<file path="src/rtl/wb_port_arbiter.sv">
// wb_port_arbiter: shares the single register-file write port between the
// pipeline writeback (MEM_WB) and a long-latency mul/div unit.
// - Pipeline writeback has priority.
// - Mul/div results wait in a small in-order FIFO.
// - A head entry that waits MAX_WAIT cycles, or a full FIFO that is not being
//   served, forces a DRAIN. DRAIN stalls the pipeline while the queued results
//   are written.
//
// Ports:
//   sys_clk        clock, all state on the rising edge
//   sys_start      asynchronous active-low reset
//   wb_valid_i/wb_addr_i/wb_data_i   pipeline writeback request
//   md_valid_i/md_addr_i/md_data_i   mul/div result; md_ready_o accepts it
//   rf_we_o/rf_addr_o/rf_data_o      registered register-file write port
//   pipe_stall_o   freeze IF..MEM_WB while queued results drain
//   md_busy_o      bit r set while any queued entry targets register r
//   md_count_o     FIFO occupancy
//
// Optional feature (macro WB_ARB_PERF_EN):
//   stall_cnt_o    cycles spent with pipe_stall_o=1
//   md_wait_cnt_o  cycles with a queued, unserved result

module wb_port_arbiter #(
    parameter int unsigned DEPTH    = 2,
    parameter int unsigned MAX_WAIT = 8
) (
    input  logic                     sys_clk,
    input  logic                     sys_start,
    input  logic                     wb_valid_i,
    input  logic [4:0]               wb_addr_i,
    input  logic [31:0]              wb_data_i,
    input  logic                     md_valid_i,
    output logic                     md_ready_o,
    input  logic [4:0]               md_addr_i,
    input  logic [31:0]              md_data_i,
    output logic                     rf_we_o,
    output logic [4:0]               rf_addr_o,
    output logic [31:0]              rf_data_o,
    output logic                     pipe_stall_o,
    output logic [31:0]              md_busy_o,
    output logic [$clog2(DEPTH):0]   md_count_o
`ifdef WB_ARB_PERF_EN
    ,
    output logic [31:0]              stall_cnt_o,
    output logic [31:0]              md_wait_cnt_o
`endif
);

    localparam int unsigned AW   = $clog2(DEPTH);
    localparam int unsigned CW   = AW + 1;
    localparam int unsigned AGEW = $clog2(MAX_WAIT + 1);

    typedef enum logic [0:0] {IDLE = 1'b0, DRAIN = 1'b1} state_t;

    typedef struct packed {
        logic [4:0]  addr;
        logic [31:0] data;
    } md_entry_t;

    state_t            state_q, state_d;
    logic [CW-1:0]     count_q, count_d;
    logic [AW-1:0]     rd_ptr_q, rd_ptr_d;
    logic [AW-1:0]     wr_ptr_q, wr_ptr_d;
    logic [AGEW-1:0]   age_q, age_d;
    logic [AGEW-1:0]   age_next;
    md_entry_t         fifo_q [DEPTH];
    logic [DEPTH-1:0]  valid_q;
    logic              rf_we_q, rf_we_d;
    logic [4:0]        rf_addr_q, rf_addr_d;
    logic [31:0]       rf_data_q, rf_data_d;
    logic              wb_req;
    logic              push;
    logic              pop;
    md_entry_t         head;

    // Handshake and request qualification; x0 never queued nor written.
    assign md_ready_o = sys_start & (count_q != CW'(DEPTH));
    assign push       = md_valid_i & md_ready_o & (md_addr_i != 5'd0);
    assign wb_req     = wb_valid_i & (wb_addr_i != 5'd0) & (state_q != DRAIN);
    assign head       = fifo_q[rd_ptr_q];

    assign rf_we_o      = rf_we_q;
    assign rf_addr_o    = rf_addr_q;
    assign rf_data_o    = rf_data_q;
    assign pipe_stall_o = (state_q == DRAIN);
    assign md_count_o   = count_q;

    // Next-state, port select, aging and FIFO bookkeeping.
    always_comb begin
        state_d   = state_q;
        count_d   = count_q;
        rd_ptr_d  = rd_ptr_q;
        wr_ptr_d  = wr_ptr_q;
        age_d     = age_q;
        age_next  = '0;
        rf_we_d   = 1'b0;
        rf_addr_d = rf_addr_q;
        rf_data_d = rf_data_q;
        pop       = 1'b0;

        case (state_q)
            IDLE: begin
                if (wb_req) begin
                    rf_we_d   = 1'b1;
                    rf_addr_d = wb_addr_i;
                    rf_data_d = wb_data_i;
                end else if (count_q != '0) begin
                    pop       = 1'b1;
                    rf_we_d   = 1'b1;
                    rf_addr_d = head.addr;
                    rf_data_d = head.data;
                end
                // Age tracks how long the current head has been passed over.
                if ((count_q == '0) || pop)
                    age_next = '0;
                else if (age_q < AGEW'(MAX_WAIT))
                    age_next = age_q + AGEW'(1);
                else
                    age_next = age_q;
                age_d = age_next;
                if ((age_next == AGEW'(MAX_WAIT)) ||
                    ((count_q == CW'(DEPTH)) && !pop))
                    state_d = DRAIN;
            end
            DRAIN: begin
                age_d = '0;
                if (count_q != '0) begin
                    pop       = 1'b1;
                    rf_we_d   = 1'b1;
                    rf_addr_d = head.addr;
                    rf_data_d = head.data;
                end
            end
            default: state_d = IDLE;
        endcase

        count_d = count_q + CW'(push) - CW'(pop);
        if (pop)
            rd_ptr_d = rd_ptr_q + AW'(1);
        if (push)
            wr_ptr_d = wr_ptr_q + AW'(1);
        // Leave DRAIN once the FIFO empties; a same-cycle push keeps it.
        if ((state_q == DRAIN) && (count_d == '0))
            state_d = IDLE;
    end

    // State and datapath registers.
    always_ff @(posedge sys_clk or negedge sys_start) begin
        if (!sys_start) begin
            state_q   <= IDLE;
            count_q   <= '0;
            rd_ptr_q  <= '0;
            wr_ptr_q  <= '0;
            age_q     <= '0;
            rf_we_q   <= 1'b0;
            rf_addr_q <= '0;
            rf_data_q <= '0;
        end else begin
            state_q   <= state_d;
            count_q   <= count_d;
            rd_ptr_q  <= rd_ptr_d;
            wr_ptr_q  <= wr_ptr_d;
            age_q     <= age_d;
            rf_we_q   <= rf_we_d;
            rf_addr_q <= rf_addr_d;
            rf_data_q <= rf_data_d;
        end
    end

    // FIFO storage and per-entry valid flags.
    always_ff @(posedge sys_clk or negedge sys_start) begin
        if (!sys_start) begin
            valid_q <= '0;
            for (int i = 0; i < DEPTH; i++)
                fifo_q[i] <= '0;
        end else begin
            if (pop)
                valid_q[rd_ptr_q] <= 1'b0;
            if (push) begin
                valid_q[wr_ptr_q] <= 1'b1;
                fifo_q[wr_ptr_q]  <= '{addr: md_addr_i, data: md_data_i};
            end
        end
    end

    // Scoreboard of registers with a pending mul/div result.
    always_comb begin
        md_busy_o = '0;
        for (int i = 0; i < DEPTH; i++)
            if (valid_q[i])
                md_busy_o[fifo_q[i].addr] = 1'b1;
    end

`ifdef WB_ARB_PERF_EN
    // Performance counters, free-running and wrapping.
    always_ff @(posedge sys_clk or negedge sys_start) begin
        if (!sys_start) begin
            stall_cnt_o   <= '0;
            md_wait_cnt_o <= '0;
        end else begin
            if (state_q == DRAIN)
                stall_cnt_o <= stall_cnt_o + 32'd1;
            if ((count_q != '0) && !pop)
                md_wait_cnt_o <= md_wait_cnt_o + 32'd1;
        end
    end
`endif

endmodule

</file>
<file path="config.mk">
export PLATFORM = sky130hd
export DESIGN_NAME = wb_port_arbiter
export DESIGN_NICKNAME = d
export VERILOG_FILES = /design/src/rtl/wb_port_arbiter.sv
export SDC_FILE = /design/constraint.sdc
export NUM_CORES = 1
export LEC_CHECK = 0
export BUFFER_PORTS_ARGS = -buffer_cell sky130_fd_sc_hd__buf_2
export CORE_ASPECT_RATIO = 0.5
export CORE_UTILIZATION = 53
export CTS_CLUSTER_DIAMETER = 100
export DETAILED_ROUTE_END_ITERATION = 10
export GPL_TIMING_DRIVEN = 0
export PLACE_DENSITY = 0.91
export SYNTH_ARGS = -nofsm -noshare
export SYNTH_HDL_FRONTEND = slang
export SYNTH_SLANG_ARGS = --single-unit
</file>
<file path="constraint.sdc">
create_clock -name sys_clk -period 2.88 [get_ports sys_clk]
set_input_delay 0.576 -clock sys_clk [delete_from_list [all_inputs] [get_ports sys_clk]]
set_output_delay 0.576 -clock sys_clk [all_outputs]
set_load 0.02 [all_outputs]
</file>
==> reports/results.ini <==
[power]
power.share.combinational = 0.439
power.switching_fraction = 0.374
power_frac_seq = 0.335
ir_worst_vdd_mv = 0.683
netSwitchingPower_mw = 3.52
p_int_mw = 5.90
leakage_nw = 3.51
power-per-cell-area_nw_per_um2 = 1250
share_clk_of_total_power = 0.226
report.power.total_mw = 9.42

[timing]
timing.final.crit_share = 0.914
setup_repair_after_global_routing_missed_its_margin = no
max_clock_skew_ns = 0.00697
max_slew.worst_pin.slew_ns = 0.923
final-hold-violation-count = 0
setup_ws_ns = 0.247
setup_violations = 0
drv_slew = 0
maxClockFrequency_mhz = 380
finalCriticalPeriod_ns = 2.63
worst_hold_slack_ns = 0.0363
timing.max_slew.rel_slack = 0.385

[clock_network]
clock_sink_count = 123
cts_root_buf = sky130_fd_sc_hd__clkbuf_16
number_of_buffers_added_by_the_clock_tree_synthesis_step = 17
cts.clk_slew.worst_paths_ns = 0.06
htree_num_levels = 4
tritoncts = built
clock_insertion_delay_worst_skew_ns = 0.41
post_cts_buffers = 0
number_of_buffers_on_the_longest_clock_path = 2

[worst_setup_path]
critical_path.top_delay_family = compound AO/OA/AOI/OAI gates
worstSetupPathType = input port to flip-flop
start_kind = input port
worstSetupEndpointType = flip-flop
crit_chain = buf_6 -> buf_16 -> a21boi_0 -> nand3b_1 -> ha_1 -> inv_1 -> ha_1 -> xnor2_1 -> xnor2_1 -> o21ai_0 -> o21ai_0
timing.critical_path.required_ns = 3.16
cp.buffers_inverters = 3
worst_path_largest_cell_delay_ns = 0.41
worstPathArrival_ns = 2.91
slowest_stage = sky130_fd_sc_hd__a21boi_0
largest_driver_fanout_on_the_critical_path = 51

[synthesis]
synth_nets = 538
synthesis.area_per_instance_um2 = 13.0
yosysUniqueCellTypes = 40
number_of_warnings_reported_in_the_yosys_synthesis_log = 0
ys_seq_elements = 123
netlist_instances = 457
synth.yosys.seq_area_share = 0.520
mappedNetlistArea_um2 = 5920

[die]
floorplan.initialDensity = 0.562
std_cell_rows = 26
die-area_um2 = 11600
dieHeight_um = 76.8
die_width_um = 152
num_io_pins = 152
fp.coreArea_um2 = 10500

[flow_run]
maxCapViolCount = 0

[grt]
wire_length_of_the_first_global_routing_pass_um = 25300
grt_util_all_layers = 0.290
initial_antenna_violation_count = 0
grt-ovfl-total = 0
grt_pass1_vias = 4807
maximum_number_of_pins_on_one_net_before_global_route_repair = 102

[route]
drt-pass1-iter-count = 5
detail_route.wl_per_cell_um = 21.2
vias = 4805
detail_route.iter0.violations = 404
drc_errors = 0
antenna_left = 0
totalWireLength_um = 16600
avgViaCountPerCell = 6.15

[finish]
layout.cell_area.non_filler_um2 = 7510
antenna_cells_inserted = 0
finish.utilization = 0.713
nNetsFinal = 710
area_growth_syn_to_layout_pct = 26.8
fraction_of_final_layout_cells_with_drive_strength_greater_than_1 = 0.482

[placed_design]
detailed_place.area_um2 = 6890
final_weighted_congestion_of_routability_driven_global_placement = 0.865
pre_cts_slack_ns = -0.413
port_buffers = 151
dp_hpwl_um = 10900

[min_path]
hold_path.class = input port to asynchronous set/reset pin

[status]
run_status = finished clean

## cell usage after synthesis, drive strengths merged
master | instances | area share
nor3b | 1 | 0.0013
dfrtp | 123 | 0.52
or4 | 2 | 0.0025
inv | 3 | 0.0019
o21ai | 5 | 0.0049
clkbuf | 19 | 0.012
ha | 3 | 0.0063
a22oi | 4 | 0.0051
a21boi | 1 | 0.0013
mux2i | 38 | 0.064
nor2 | 10 | 0.0068
and4bb | 1 | 0.0021
o22ai | 32 | 0.034
o41ai | 1 | 0.0015
o31ai | 2 | 0.0025
nand3b | 12 | 0.015
a21oi | 2 | 0.0017
nand2b | 1 | 0.0011
nand2 | 13 | 0.0082
o221a | 32 | 0.061
and2 | 1 | 0.0011
or3b | 4 | 0.0059
nand3 | 38 | 0.032
xor2 | 2 | 0.0030
xnor2 | 4 | 0.0059
nor2b | 2 | 0.0021
or2 | 2 | 0.0021
mux2 | 74 | 0.16
and4b | 1 | 0.0017
or3 | 2 | 0.0021
o211ai | 3 | 0.0038
buf | 17 | 0.020
a21o | 2 | 0.0025
## cell families after synthesis
family	after synthesis	synth area share
buffers and inverters	39	0.0342
adders and majority gates	3	0.00634
AOI/OAI and AO/OA	84	0.118
xor gates and xnor gates	6	0.00887
muxes	112	0.229
DFF	123	0.520
and+or+nand+nor	90	0.0843
## per-layer routing
| metal | up-vias | GRT usage | wire length, um |
|---|---|---|---|
| li1 | 2084 | - | - |
| met1 | 2418 | 0.364 | 6830 |
| met2 | 249 | 0.474 | 8100 |
| met3 | 54 | 0.0774 | 1120 |
| met4 | 0 | 0.120 | 535 |
| met5 | - | 0 | 0 |
## power groups by stage
stage / sequential, mW / combinational, mW / clock (mW)
CTS: 3.14 / 4.09 / 2.14
global placement: 3.07 / 3.86 / 0
global route: 3.25 / 4.39 / 2.23
finish: 3.16 / 4.13 / 2.13
floorplan: 3.36 / 2.61 / 0
detailed placement: 3.13 / 4.04 / 0
## flip-flops by register name, summed over array words and instances (netlist names)
register,flops
rf_data_o,32
rf_addr_o,5
fifo_q,74
md_count_o,2
pipe_stall_o,1
rf_we_o,1
age_q,4
wr_ptr_q,1
rd_ptr_q,1
valid_q,2
## worst paths after layout
kind,from,end,slack [ns],cells past startpoint
worst min-delay path,sys_start,fifo_q[24]$_DFFE_PN0P_,0.04,1
worst max register to register,pipe_stall_o$_DFF_PN0_,pipe_stall_o$_DFF_PN0_,0.25,12
max in group asynchronous,sys_start,fifo_q[70]$_DFFE_PN0P_,2.27,2
worst min register to register,fifo_q[44]$_DFFE_PN0P_,fifo_q[44]$_DFFE_PN0P_,0.49,1
worst max-delay path,sys_start,pipe_stall_o$_DFF_PN0_,0.25,11
min in group sys_clk,md_data_i[1],fifo_q[38]$_DFFE_PN0P_,0.41,2
## per-stage QoR
stage	TNS, ns	instances
final	0	781
after global routing	0	781
after CTS	0	780
after detailed placement	-0.589	749
after global placement	-128.11	748
after floorplan	0	457
## worst reg2reg max path, cell delays in order (launching register included)
cell and delay (ns):
sky130_fd_sc_hd__dfrtp_1 0.37, sky130_fd_sc_hd__nor2b_1 0.05, sky130_fd_sc_hd__clkbuf_2 0.19, sky130_fd_sc_hd__a21oi_2 0.46
sky130_fd_sc_hd__and2_1 0.19, sky130_fd_sc_hd__buf_2 0.18, sky130_fd_sc_hd__ha_1 0.25, sky130_fd_sc_hd__inv_1 0.06
sky130_fd_sc_hd__ha_1 0.16, sky130_fd_sc_hd__xnor2_1 0.15, sky130_fd_sc_hd__xnor2_1 0.12, sky130_fd_sc_hd__o21ai_0 0.19
sky130_fd_sc_hd__o21ai_0 0.12
## area by class of cell
class                   instances  area (um2)
plain buffers                  36         193
clock buffers                  24         502
clock inverters                 7        87.6
fillers                       687        3030
inverters                       3        11.3
multi-input cells             295        2650
flip-flops and latches        123        3080
well taps                     140         175
repair buffers                153         815
## layout by cell type (no fill, tap or decap), types with 7 or more instances in the layout
cell type	n
sky130_fd_sc_hd__nor2_1	9
sky130_fd_sc_hd__o221a_2	31
sky130_fd_sc_hd__nand3_1	38
sky130_fd_sc_hd__clkbuf_16	18
sky130_fd_sc_hd__o22ai_1	32
sky130_fd_sc_hd__mux2_2	32
sky130_fd_sc_hd__nand3b_1	12
sky130_fd_sc_hd__mux2_4	38
sky130_fd_sc_hd__buf_2	159
sky130_fd_sc_hd__mux2i_1	38
sky130_fd_sc_hd__nand2_1	13
sky130_fd_sc_hd__clkbuf_1	20
sky130_fd_sc_hd__buf_6	7
sky130_fd_sc_hd__dfrtp_1	123
## what timing repair did
action | 4_1_cts | 5_1_grt
pin swaps | 0 | 0
hold buffers | 0 | 0
setup endpoints to repair | 1 | 1
cloned | 0 | 1
resized for setup | 2 | 2
hold endpoints to repair | 0 | 0
Power figures use the tool's default switching activity.
